==> src/rtl/pixel_packer.sv <==
// pixel_packer: unpacks DATA_WIDTH words into elements and repacks them into
// i_nch-element pixels. Optional overflow flag: PIXEL_PACKER_OVF_CHK_EN.
module pixel_packer #(
  parameter int BIT_WIDTH   = 8,
  parameter int NUM_CHANNEL = 3,
  parameter int DATA_WIDTH  = 32,
  parameter int BUF_DEPTH   = 16,
  parameter int IN_FLIGHT   = 2
) (
  input  logic                               clk,
  input  logic                               rst,
  input  logic                               i_clr,
  input  logic [$clog2(NUM_CHANNEL+1)-1:0]   i_nch,
  input  logic [DATA_WIDTH-1:0]              idat,
  input  logic                               ival,
  output logic                               ostall,
  output logic [BIT_WIDTH*NUM_CHANNEL-1:0]   odat,
  output logic                               oval,
  input  logic                               ordy,
  output logic [$clog2(BUF_DEPTH+1)-1:0]     o_fill,
  output logic                               o_err
);

  localparam int E  = DATA_WIDTH / BIT_WIDTH;
  localparam int PW = (BUF_DEPTH > 1) ? $clog2(BUF_DEPTH) : 1;
  localparam int CW = $clog2(BUF_DEPTH + 1);
  localparam int NW = $clog2(NUM_CHANNEL + 1);
  localparam int OW = BIT_WIDTH * NUM_CHANNEL;
  localparam int MW = BIT_WIDTH * BUF_DEPTH;

  localparam int unsigned E_U     = unsigned'(E);
  localparam int unsigned DEPTH_U = unsigned'(BUF_DEPTH);
  localparam int unsigned NCH_U   = unsigned'(NUM_CHANNEL);
  localparam int unsigned STALL_U = unsigned'((IN_FLIGHT + 1) * E);

  logic [MW-1:0] mem_q;
  logic [MW-1:0] mem_nxt;
  logic [PW-1:0] wr_ptr;
  logic [PW-1:0] rd_ptr;
  logic [CW-1:0] count;
  logic [CW-1:0] count_nxt;
  logic [NW-1:0] nch;
  logic [OW-1:0] pix;
  int unsigned   cnt_u;
  int unsigned   nch_u;
  logic          fits;
  logic          push;
  logic          pop;

  // Pointer advance modulo BUF_DEPTH; step is always below BUF_DEPTH,
  // so one conditional subtraction covers non-power-of-two depths.
  function automatic logic [PW-1:0] wrap(
    input logic [PW-1:0] base,
    input int unsigned   k
  );
    int unsigned s;
    s = 32'(base) + k;
    if (s >= DEPTH_U) s = s - DEPTH_U;
    return s[PW-1:0];
  endfunction

  // Out-of-range channel counts fall back to the full pixel width
  always_comb begin
    nch = i_nch;
    if (i_nch == '0 || 32'(i_nch) > NCH_U) nch = NW'(NUM_CHANNEL);
  end

  assign cnt_u = 32'(count);
  assign nch_u = 32'(nch);

  // Overflow test ignores a same-cycle pop: the word must fit as-is
  assign fits = (cnt_u + E_U <= DEPTH_U);
  assign push = ival && fits;
  assign pop  = (cnt_u >= nch_u) && (!oval || ordy);

  assign ostall = (cnt_u + STALL_U > DEPTH_U);
  assign o_fill = count;

  // Next element count from push and pop of this cycle
  always_comb begin
    int unsigned t;
    t = cnt_u;
    if (push) t = t + E_U;
    if (pop)  t = t - nch_u;
    count_nxt = CW'(t);
  end

  // Gather the next pixel from the read side; unused lanes are zero
  always_comb begin
    pix = '0;
    for (int c = 0; c < NUM_CHANNEL; c++) begin
      if (unsigned'(c) < nch_u) begin
        pix[c*BIT_WIDTH +: BIT_WIDTH] =
          mem_q[32'(wrap(rd_ptr, unsigned'(c)))*BIT_WIDTH +: BIT_WIDTH];
      end
    end
  end

  // Scatter the word's elements into the ring, element 0 first
  always_comb begin
    mem_nxt = mem_q;
    if (push && !rst && !i_clr) begin
      for (int k = 0; k < E; k++) begin
        mem_nxt[32'(wrap(wr_ptr, unsigned'(k)))*BIT_WIDTH +: BIT_WIDTH] =
          idat[k*BIT_WIDTH +: BIT_WIDTH];
      end
    end
  end

  // Element storage; contents are don't-care until pointers cover them
  always_ff @(posedge clk) begin
    mem_q <= mem_nxt;
  end

  // Pointers, count and output register; clear behaves as reset
  always_ff @(posedge clk) begin
    if (rst || i_clr) begin
      wr_ptr <= '0;
      rd_ptr <= '0;
      count  <= '0;
      odat   <= '0;
      oval   <= 1'b0;
    end else begin
      if (push) wr_ptr <= wrap(wr_ptr, E_U);
      if (pop) begin
        rd_ptr <= wrap(rd_ptr, nch_u);
        odat   <= pix;
        oval   <= 1'b1;
      end else if (oval && ordy) begin
        oval <= 1'b0;
      end
      count <= count_nxt;
    end
  end

`ifdef PIXEL_PACKER_OVF_CHK_EN
  logic err_q;

  // Sticky drop flag; survives clear, only reset releases it
  always_ff @(posedge clk) begin
    if (rst) begin
      err_q <= 1'b0;
    end else if (!i_clr && ival && !fits) begin
      err_q <= 1'b1;
    end
  end

  assign o_err = err_q;
`else
  assign o_err = 1'b0;
`endif

endmodule

==> config.mk <==
export PLATFORM = sky130hd
export DESIGN_NAME = pixel_packer
export DESIGN_NICKNAME = d
export VERILOG_FILES = /design/src/rtl/pixel_packer.sv
export SDC_FILE = /design/constraint.sdc
export NUM_CORES = 1
export LEC_CHECK = 0
export BUFFER_PORTS_ARGS = -buffer_cell sky130_fd_sc_hd__buf_2
export CORE_MARGIN = 2
export CORE_UTILIZATION = 45
export DETAILED_ROUTE_END_ITERATION = 8
export GPL_TIMING_DRIVEN = 0
export PLACE_DENSITY = 0.71
export SLEW_MARGIN = 10
export SYNTH_ARGS = -nofsm -noshare
export SYNTH_HDL_FRONTEND = slang
export SYNTH_SLANG_ARGS = --single-unit
export TNS_END_PERCENT = 30
==> constraint.sdc <==
create_clock -name clk -period 3.55 [get_ports clk]
set_clock_uncertainty 0.15 [all_clocks]
set_input_delay 0.355 -clock clk [delete_from_list [all_inputs] [get_ports clk]]
set_output_delay 0.355 -clock clk [all_outputs]
set_load 0.005 [all_outputs]
== After elaboration in Yosys (flattened, before gate mapping) ==
Index checks and enable logic that the tools add are counted.
Operators by class
  bitwise logic cells: 0
  divide/modulo/power cells: 0
  magnitude comparators: 15
  add/subtract/negate cells: 23
  shifts and indexed selects: 11
  multiplexer cells: 28
  equal/unequal tests: 0
  reduce and logical (&&, ||, !) cells: 12
  multiply operators: 0
Operators with widths (number)
  bitwise mux 128 bit: 4
  variable shift 8 x 34 -> 128 bit, first input constant: 4
  variable part select 8 x 34 -> 128 bit: 4
  variable part select 128 x 8 -> 8 bit: 3
  negation 7 -> 34 bit: 4
  two-way mux 4 bit: 16
  subtractor 4 x 1 -> 4 bit, second input constant: 9
  greater-or-equal comparator 5 bit, second input constant: 7
  two-way mux 8 bit: 3
  adder 4 x 2 -> 5 bit, second input constant: 3
  adder 4 x 1 -> 5 bit, second input constant: 2
  greater-or-equal comparator 4 x 5 -> 1 bit, second input constant: 2
  two-way mux 5 bit: 2
  adder 5 x 3 -> 6 bit, second input constant: 1
  adder 5 x 4 -> 6 bit, second input constant: 1
  > comparator 6 x 5 -> 1 bit, second input constant: 1
  less-or-equal comparator 6 x 5 -> 1 bit, second input constant: 1
  adder 4 x 2 -> 5 bit: 1
  adder 4 x 3 -> 5 bit, second input constant: 1
  greater-or-equal comparator 5 x 2 -> 1 bit: 1
  logical AND 1 bit: 5
  subtractor 5 x 2 -> 5 bit: 1
  < comparator 1 x 2 -> 1 bit, first input constant: 2
  logical NOT 1 bit: 3
  other kinds (6): 8
Word-level totals
  memory bits (writable): 0
  output and inout bits: 32
  bits in latches: 0
  memories kept: 0
  bits of input ports: 39
  logic and storage cells: 95
  register bits after elaboration: 166
  ROM bits: 0

== Longest topological paths before layout ==
Gate-level depths: netlist of run 1.
  word-level depth: 12
  depth in mapped cells: 10
  depth with buffers taken out: 10

== Worst setup path before layout of run 1 ==
Ideal clock, no wire load.
  path type: flip-flop to flip-flop
  start point: register count[3] (netlist: o_fill[3])
  end point: register mem_q[72], enable pin
  setup slack: 0.790 ns
  stages on the path, launching flop included: 7
  data required time: 3.017 ns
  clock period less this slack: 2.760 ns
  data arrival time: 2.228 ns
  buffers on the path: 1
  library setup time: 0.383 ns
  cell sequence: dfxtp_1 > ha_1 > nor3b_1 > o21ai_1 > a31oi_1 > buf_2 > and3_1
Between the ends
  word-level cells in the longest chain between the ends: 5
Ends and longest elaborated chain
  start, declared: line 40  | logic [CW-1:0] count;
  start signal, assigned: line 132  | count <= count_nxt;
  adder 5 x 3 -> 6 bit
  less-or-equal comparator 6 x 5 -> 1 bit: line 72  | assign fits = (cnt_u + E_U <= DEPTH_U);
  logical AND 1 bit: line 73  | assign push = ival && fits;
  logical AND 1 bit (2 in a row): line 102  | if (push && !rst && !i_clr) begin
  end signal, assigned: line 112  | mem_q <= mem_nxt;
  end, declared: line 36  | logic [MW-1:0] mem_q;
No other way between the ends.
A chain may end at the register's enable or synchronous reset.

== Worst setup path in the final report of run 1 ==
  start point: register count[3] (netlist: o_fill[3])
  end point: register mem_q[106], enable pin
Same word-level chain as after synthesis.

==> flow_metrics.tcl, run 1 <==
set metrics [dict create \
    cts_root_buffer "clkbuf_16" \
    cts_setup_buffers 0 \
    max_stage_delay_ns 0.67 \
    max_slew_margin_pct 34.71 \
    ys_seq_elements 164 \
    clk_pin_slew_ns 0.07 \
    fin_crit_sh_pct 95.40 \
    setup_ws_ns 0.1634 \
    io_buffer_count 69 \
    wl_per_cell_um 28.40 \
    synthFlopType "edfxtp_1" \
    avgSynthCellArea_sq_um 13.78 \
    first_pass_iters 6 \
    die-width_um 149.9 \
    internal_power_mw 3.695 \
    grt_max_degree 25 \
    synth_edf_count 128 \
    switching_share_pct 28.37 \
    synthArstFlopShare_pct 0 \
    ys_warn_count 0 \
    core_sq_um 20960 \
    hold_class "input pin to register" \
    reg2reg_slack_ns 0.16 \
    clock_latency_ns 0.44 \
    crit_required_ns 3.47 \
    cts_buffers 17 \
    place_congestion 0.9384 \
    start_kind "register" \
    drc 0 \
    seq_area_frac_synth_pct 47.65 \
    vias 7138 \
    p_comb_share_pct 20.7 \
    detail-route-antenna-nets 0 \
    ys_top_cells_by_area "edfxtp_1 (40%), mux4_2 (23%), dfxtp_1 (7.5%)" \
    setup_violations 0 \
    grt_overflow 0 \
    synthesis.area_sq_um 9579 \
    synth_commonest_cells "edfxtp_1 (128), mux4_2 (96), and3_1 (88)" \
    cts_hold_buf 0 \
    finalCriticalPeriod_ns 3.387 \
    grt_pass1_wl_mm 43.93 \
    yosysTopAreaCellShare_pct 40.13 \
    die_h_um 149.9 \
    fillers 1814 \
    cellPowerDensity_nw_per_um2 473.6 \
    dp_slack_ns -0.1681 \
    crit_chain "ha_1 -> nor3b_1 -> o21ai_1 -> a31oi_1 -> buf_2 -> and3_2" \
    die_area_sq_um 22470 \
    grt_pass1_vias 6836 \
    syn_inst 695 \
    critical_path.top_delay_family "simple AND/OR/NAND/NOR gates" \
    finalPower_mw 5.158 \
    timing.final.max_slew_violations 0 \
    grt_use_total_pct 28.03 \
    rsz0062_at_grt "yes" \
    cts_tree "built" \
    synth_area_leader_cell "edfxtp_1" \
    crit_path_end_kind "register" \
    hold_viol_final 0 \
    area_delta_synth_final_pct 13.70 \
    critPathKind "register to register" \
    ctsLongestPathBuffers 2 \
    layout-drive-gt1-share_pct 29.15 \
    tightest_slew_ns 0.9793 \
    synth_cell_types 49 \
    std_cell_rows 53 \
    drt_first_iter_violations 1104 \
    fin_util_pct 51.98 \
    initial_core_util_pct 45.71 \
    syn_nets 757 \
    maxCapViolCount 0 \
    crit_path_top_delay_cell "and3_2" \
    io_pins 71 \
    viasPerCell 6.659 \
    crit_fanout 24 \
    cp_num_buf_inv 1 \
    p_leak_nw 4.221 \
    share_seq_of_total_power_pct 42.0 \
    fmax_mhz 295.3 \
    clock_sinks 164 \
    yosysMostFrequentCell "edfxtp_1" \
    status "finished, final reports clean" \
    antenna_found_initial 0 \
    vdd_drop_max_v 0.0002355 \
    worstPathArrival_ns 3.31 \
    finalWirelength_mm 30.45 \
    clkPwrFrac_pct 37.3 \
    switching_power_mw 1.463 \
    h-tree-depth 4 \
    place_hpwl_mm 21.19 \
    fin_nets 845 \
]
==> per-stage QoR <==
| step | instance area [sq um] | hold WS (ns) | TNS [ns] | cells |
|---|---|---|---|---|
| after floorplan | 9579 | 0.3009 | 0 | 695 |
| after global placement | 10270 | 0.2840 | -20.88 | 1039 |
| after detailed placement | 10270 | 0.2865 | -6.839 | 1039 |
| after CTS | 10880 | 0.07050 | 0 | 1071 |
| after global routing | 10890 | 0.08527 | -0.1633 | 1071 |
| final | 10890 | 0.07129 | 0 | 1072 |
==> final timing paths <==
kind / startpoint / to / depth (start not counted)
worst max-delay path: o_fill[3] / mem_q[106] / 6
worst min-delay path: idat[6] / mem_q[70] / 2
worst min register to register: odat[13] / odat[13] / 1
worst max register to register: o_fill[3] / mem_q[106] / 6
==> repair_timing <==
action	in CTS	in global routing
setup endpoints to repair	48	66
cloned	0	0
resized for setup	2	3
pin swaps	0	0
==> cell usage in the layout, fill, tap and decap left out, types with 11 or more instances in the layout <==
cell and count:
nor2_1 16, and2_1 49, edfxtp_1 128, and3_1 84, mux2i_1 20, mux4_2 96
clkbuf_1 21, inv_1 11, buf_2 80, a21oi_1 20, dfxtp_1 36, nand2_1 52
clkbuf_16 17, a22oi_1 16, ha_1 21
==> layer usage <==
metal	share of wire, %	up-vias	global-route usage (%)
li1	-	2934	-
met1	36	3492	36.35
met2	47	606	43.68
met3	14	106	7.744
met4	4.1	0	13.63
met5	0	-	0
==> sequential cells by signal (all words and copies together) (netlist names) <==
register / flops
wr_ptr: 2
o_fill: 5
oval: 1
odat: 24
rd_ptr: 4
mem_q: 128
==> cells by family (layout without fill, tap and decap cells) <==
family | count (synthesis) | count (layout) | share of synthesized area [%]
buffers and inverters | 64 | 165 | 3.514
AND/OR/NAND/NOR | 233 | 233 | 13.58
XOR/XNOR | 10 | 10 | 1.110
AO/OA/AOI/OAI | 84 | 84 | 6.283
adder cells (fa/ha/maj) | 23 | 23 | 3.161
multiplexers | 116 | 116 | 24.66
flip-flops | 164 | 164 | 47.65
other | 1 | 2 | 0.03915
==> area by class of cell <==
cell class | instances | area (sq um) | area share (%)
timing repair buffer | 69 | 345.3 | 3.171
clock inverter | 15 | 177.7 | 1.631
tap | 275 | 344.1 | 3.159
multi-input combinational | 467 | 4696 | 43.11
inverter | 11 | 41.29 | 0.3791
sequential | 164 | 4564 | 41.91
antenna | 1 | 2.502 | 0.02298
buffer | 53 | 295.3 | 2.711
clock buffer | 17 | 425.4 | 3.906
==> power by group through the flow <==
stage | logic (mW) | registers (mW) | clock network (mW)
final | 1.07 | 2.17 | 1.92
after global routing | 1.14 | 2.17 | 2.00
after CTS | 1.06 | 2.16 | 1.91
after detailed placement | 1.05 | 2.21 | 0
after global placement | 1.03 | 2.20 | 0
after floorplan | 0.736 | 2.19 | 0
Power figures use the tool's default switching activity.
==> inputs of run 2 (changes only) <==
--- a/config.mk
+++ b/config.mk
@@ -5,12 +5,12 @@
 export SDC_FILE = /design/constraint.sdc
 export NUM_CORES = 1
 export LEC_CHECK = 0
-export BUFFER_PORTS_ARGS = -buffer_cell sky130_fd_sc_hd__buf_2
 export CORE_MARGIN = 2
 export CORE_UTILIZATION = 45
 export DETAILED_ROUTE_END_ITERATION = 8
+export DONT_BUFFER_PORTS = 1
 export GPL_TIMING_DRIVEN = 0
-export PLACE_DENSITY = 0.71
+export PLACE_DENSITY = 0.68
 export SLEW_MARGIN = 10
 export SYNTH_ARGS = -nofsm -noshare
 export SYNTH_HDL_FRONTEND = slang
==> constraint.sdc (replaced) <==
create_clock -name clk -period 4.4 [get_ports clk]
set_clock_uncertainty 0.15 [all_clocks]
set_input_delay 0.44 -clock clk [delete_from_list [all_inputs] [get_ports clk]]
set_output_delay 0.44 -clock clk [all_outputs]
set_load 0.005 [all_outputs]
==> run 2 against run 1 <==
Effect of this change:
- sequential share of layout area grew 1.7 points
- total power fell by 23%
- clock power decreased by 27%
- register-to-register slack improved by 0.67 ns
- utilization down 2.0 points
- critical endpoint is now mem_q[29]
- fmax decreased by 5.0%
- sequential power shrank 19%
==> flow_metrics.tcl, run 2 (same netlist as run 1, synthesis figures left out) <==
set metrics [dict create \
    crit_chain "clkbuf_1 -> inv_1 -> clkbuf_1 -> ha_1 -> clkbuf_1 -> and3_2" \
    tightest_slew_ns 0.9325 \
    final_common_cell "edfxtp_1" \
    setup_ws_ns 0.8335 \
    start_kind "register" \
    crit_path_top_delay_cell "and3_2" \
    crit_required_ns 4.32 \
    setup_violations 0 \
    multiInputGateArea_sq_um 4683 \
    die_h_um 149.9 \
    rsz0062_at_grt "no" \
    place_congestion 1.087 \
    final_cell_mix "edfxtp_1 (128), mux4_2 (96), and3_1 (84)" \
    largest_reg_flops 128 \
    cts_setup_buffers 0 \
    ctsLongestPathBuffers 2 \
    drc 0 \
    detail-route-antenna-nets 0 \
    clock_sinks 164 \
    first_pass_iters 6 \
    vdd_drop_max_v 0.0001991 \
    grt_max_degree 25 \
    h-tree-depth 4 \
    grt_use_total_pct 27.85 \
    rr_worst_depth 6 \
    antenna_found_initial 0 \
    finalCriticalPeriod_ns 3.566 \
    finalPower_mw 3.972 \
    max_slew_margin_pct 37.61 \
    hp-start "idat[7]" \
    p_leak_nw 3.880 \
    top_register "mem_q" \
    die_area_sq_um 22470 \
    worst_path_most_repeated_cell "clkbuf_1" \
    layout-drive-gt1-share_pct 22.42 \
    maxCapViolCount 0 \
    clk_pin_slew_ns 0.07 \
    cp-startpoint "wr_ptr[3]" \
    crit_path_end_kind "register" \
    grt_overflow 0 \
    hold_viol_final 0 \
    fin_nets 776 \
    hold_depth 1 \
    io_pins 71 \
    antenna_cells 0 \
    cts_buffers 17 \
    tns_ns 0 \
    grt_pass1_vias 6984 \
    whs_ns 0.03749 \
    finalWirelength_mm 30.10 \
    area_delta_synth_final_pct 9.352 \
    clock_latency_ns 0.45 \
    viasPerCell 6.897 \
    fin_util_pct 49.99 \
    crit_fanout 24 \
    std_cell_rows 53 \
    fmax_mhz 280.4 \
    vias 6911 \
    cts_resized 0 \
    worstPathArrival_ns 3.49 \
    wl_per_cell_um 30.03 \
    fillers 1815 \
    grt_pass1_wl_mm 44.16 \
    fin_crit_sh_pct 81.06 \
    io_buffer_count 0 \
    die-width_um 149.9 \
    max_stage_delay_ns 0.75 \
    timing.final.max_slew_violations 0 \
    cts_hold_buf 0 \
    initial_core_util_pct 45.71 \
    placed_cells 970 \
    cts_root_buffer "clkbuf_16" \
    instances_no_fill 1002 \
    cellPowerDensity_nw_per_um2 379.2 \
    r2r-start "wr_ptr[3]" \
    critPathKind "register to register" \
    stdcell_area_sq_um 10480 \
    status "finished, final reports clean" \
    cts_tree "built" \
    dp_slack_ns 0.4225 \
    regArea_sq_um 4564 \
    post_dp_cell_area_sq_um 9925 \
    hold_class "input pin to register" \
    core_sq_um 20960 \
    drt_first_iter_violations 883 \
    place_hpwl_mm 21.62 \
]
run 2: area by class of cell:
cell class | instances | share of cell area (%)
Multi-Input combinational cell | 467 | 44.71
Inverter | 11 | 0.3942
Buffer | 53 | 2.819
Clock buffer | 17 | 4.061
Sequential cell | 164 | 43.57
Clock inverter | 15 | 1.159
Tap cell | 275 | 3.285
run 2: per-layer routing:
layer	wire, um	vias up	global-route usage [%]
met4	1033	0	12.36
met1	10530	3415	34.52
li1	-	2800	-
met5	0	-	0
met3	4883	97	11.65
met2	13650	599	42.79
run 2: where the power goes:
part	switching, mW	internal [mW]	total (mW)
combinational	0.456	0.348	0.804
sequential	0.0477	1.71	1.76
clock	0.677	0.736	1.41
run 2: final timing paths:
path	slack, ns	end
setup reg to reg	0.83	mem_q[29]
hold / removal	0.04	mem_q[103]
setup / recovery	0.83	mem_q[29]
hold reg to reg	0.33	odat[20]
run 2: worst max-delay path, delay by kind of cell (launching register included):
kind	cells	cell delay, ns
buffers and inverters	4	1.58
adders and majority gates	1	0.33
and+or+nand+nor	1	0.75
DFF	1	0.36
==> inputs of run 3 (changes only) <==
--- a/config.mk
+++ b/config.mk
@@ -5,6 +5,7 @@
 export SDC_FILE = /design/constraint.sdc
 export NUM_CORES = 1
 export LEC_CHECK = 0
+export ABC_AREA = 1
 export CORE_MARGIN = 2
 export CORE_UTILIZATION = 45
 export DETAILED_ROUTE_END_ITERATION = 8
==> constraint.sdc (replaced) <==
create_clock -name clk -period 3.46 [get_ports clk]
set_clock_uncertainty 0.15 [all_clocks]
set_input_delay 0.346 -clock clk [delete_from_list [all_inputs] [get_ports clk]]
set_output_delay 0.346 -clock clk [all_outputs]
set_load 0.005 [all_outputs]
==> run 3 against run 2 <==
Effect of this change:
- die area rose by 6.3%
- total power rose by 51%
- critical path depth is 2 higher
- first-iteration DRC count grew 79%
- fmax is 7.6% higher
- sequential share of layout area is 3.0 points lower
- global-route usage increased by 11 points
- clock-buffer cell count is 1 higher
- synthesized cell count is 100% higher
- wire length increased by 55%
- register-to-register slack got worse by 0.69 ns
- utilization grew 0.17 points
==> flow_metrics.tcl, run 3 <==
set metrics [dict create \
    grt_use_total_pct 39.15 \
    rsz0062_at_grt "no" \
    place_congestion 1.033 \
    cts_buffers 17 \
    synth_xor_xnor_area_share_pct 0.5153 \
    avgSynthCellArea_sq_um 7.341 \
    antenna_found_initial 0 \
    fin_crit_sh_pct 95.76 \
    seq_area_frac_synth_pct 44.76 \
    setup_violations 0 \
    timing.final.max_slew_violations 0 \
    synthSimpleGateAreaFrac_pct 38.63 \
    whs_ns 0.008500 \
    synth_compound_area_share_pct 2.307 \
    vdd_drop_max_v 0.0003136 \
    grt_max_degree 25 \
    synth_top_family_by_area "simple AND/OR/NAND/NOR gates" \
    fmax_mhz 301.8 \
    finalWirelength_mm 46.76 \
    initial_core_util_pct 45.45 \
    crit_fanout 16 \
    grt_pass1_vias 9328 \
    largest_reg_flops 128 \
    final_cell_mix "nand2_1 (362), nand3_1 (353), inv_1 (167)" \
    cp-startpoint "o_fill[2]" \
    fillers 2253 \
    worstPathArrival_ns 3.31 \
    finalCriticalPeriod_ns 3.313 \
    hold_viol_final 0 \
    maxCapViolCount 0 \
    start_kind "register" \
    clock_sinks 164 \
    ys_warn_count 0 \
    syn_inst 1389 \
    synthFlopType "edfxtp_1" \
    drc 0 \
    grt_overflow 0 \
    tightest_slew_ns 1.054 \
    max_slew_margin_pct 29.70 \
    placed_cells 1676 \
    crit_path_end_kind "register" \
    cts_tree "built" \
    instances_no_fill 1713 \
    synthMuxAreaShare_pct 0 \
    wl_per_cell_um 27.29 \
    synth_commonest_cells "nand2_1 (362), nand3_1 (353), inv_1 (167)" \
    critPathKind "register to register" \
    core_sq_um 22430 \
    detail-route-antenna-nets 0 \
    clock_latency_ns 0.44 \
    grt_pass1_wl_mm 65.34 \
    vias 10230 \
    antenna_cells 0 \
    tns_ns 0 \
    clk_pin_slew_ns 0.08 \
    hold_class "input pin to register" \
    status "finished, final reports clean" \
    rr_worst_depth 8 \
    yosysMostFrequentCell "nand2_1" \
    cts_root_buffer "clkbuf_16" \
    syn_nets 1451 \
    cellPowerDensity_nw_per_um2 532.7 \
    fin_nets 1477 \
    p_leak_nw 4.816 \
    final_common_cell "nand2_1" \
    synthesis.area_sq_um 10200 \
    io_buffer_count 0 \
    ys_top_cells_by_area "edfxtp_1 (38%), nand3_1 (17%), nand2_1 (13%)" \
    finalPower_mw 5.995 \
    drt_first_iter_violations 1581 \
    ctsLongestPathBuffers 2 \
    r2r-start "o_fill[2]" \
    hp-start "idat[26]" \
    top_register "mem_q" \
    crit_required_ns 3.46 \
    synth_area_leader_cell "edfxtp_1" \
    synth_cell_types 30 \
    area_delta_synth_final_pct 10.36 \
    die_area_sq_um 23880 \
    synth_adder_area_share_pct 2.969 \
    cts_setup_buffers 0 \
    die_h_um 154.5 \
    hold_depth 2 \
    yosysTopAreaCellShare_pct 37.69 \
    std_cell_rows 55 \
    viasPerCell 5.970 \
    ys_seq_elements 164 \
    h-tree-depth 4 \
    io_pins 71 \
    synthArstFlopShare_pct 0 \
    synth_edf_count 128 \
    place_hpwl_mm 35.02 \
    die-width_um 154.5 \
    layout-drive-gt1-share_pct 7.213 \
    first_pass_iters 6 \
]
-- run 3: changes by cell type after synthesis, sizes merged, moves of 20 or more --
cell   before  now
mux4       96    0
nand2      52  374
inv        11  172
mux2i      20    0
and2       49    0
nor3        4   74
nand3       2  353
nor2       17   93
and3       88    0
-- run 3: worst paths after layout --
kind,end,slack [ns]
max,mem_q[41],0.15
min,mem_q[122],0.008
min reg2reg,odat[22],0.33
max reg2reg,mem_q[41],0.15
-- run 3: timing repair --
action,in CTS,in global routing
resized for setup,0,3
hold buffers,4,0
endpoints found under the setup margin,0,29
hold endpoints to repair,4,0
-- run 3: critical path, stage by stage (launching register included) --
cell	delay, ns
dfxtp_1	0.54
ha_1	0.23
inv_1	0.04
nand2_1	0.04
nand2_1	0.08
nand2_2	0.12
nand3_1	0.72
nor2_2	0.83
buf_16	0.23
-- run 3: metal layers --
| layer | wire (um) | GRT usage [%] | up-vias | part of all wire (%) |
|---|---|---|---|---|
| met1 | 18670 | 54.32 | 4772 | 40 |
| met2 | 19910 | 58.67 | 725 | 43 |
| met5 | 0 | 0 | - | 0 |
| li1 | - | - | 4607 | - |
| met4 | 2476 | 17.20 | 0 | 5.3 |
| met3 | 5697 | 9.106 | 122 | 12 |
-- run 3: through the flow --
step | cell area, sq um | setup slack, ns | util, %
6_report | 11250 | 0.1467 | 50.16
5_1_grt | 11250 | 0.007166 | 50.16
4_1_cts | 11240 | 0.09025 | 50.11
3_5_place_dp | 10620 | 0.1196 | 47.32
3_3_place_gp | 10550 | -0.9997 | 47.04
2_1_floorplan | 10200 | 0.4329 | -
-- run 3: area by class of cell --
cell class | instances | area, sq um | share of cell area (%)
buffer | 84 | 447.9 | 3.980
clock buffer | 18 | 429.2 | 3.814
clock inverter | 14 | 155.1 | 1.379
inverter | 174 | 653.1 | 5.804
multi-input combinational | 968 | 4564 | 40.56
sequential | 164 | 4564 | 40.56
tap | 285 | 356.6 | 3.169
timing repair buffer | 6 | 82.58 | 0.7338
-- run 3: cell families (layout without fill, tap and decap cells) --
family / count (synthesis) / after routing
AO/OA/AOI/OAI: 44 / 44
XOR/XNOR: 3 / 3
adder cells (fa/ha/maj): 23 / 23
buffers and inverters: 258 / 296
flip-flops: 164 / 164
other: 1 / 1
AND/OR/NAND/NOR: 896 / 897
-- run 3: where the power goes --
| group | internal [mW] | switching [mW] | total, mW |
|---|---|---|---|
| clock | 0.970 | 0.959 | 1.93 |
| combinational | 0.488 | 1.32 | 1.81 |
| sequential | 2.18 | 0.0754 | 2.25 |
| total | 3.64 | 2.36 | 5.99 |
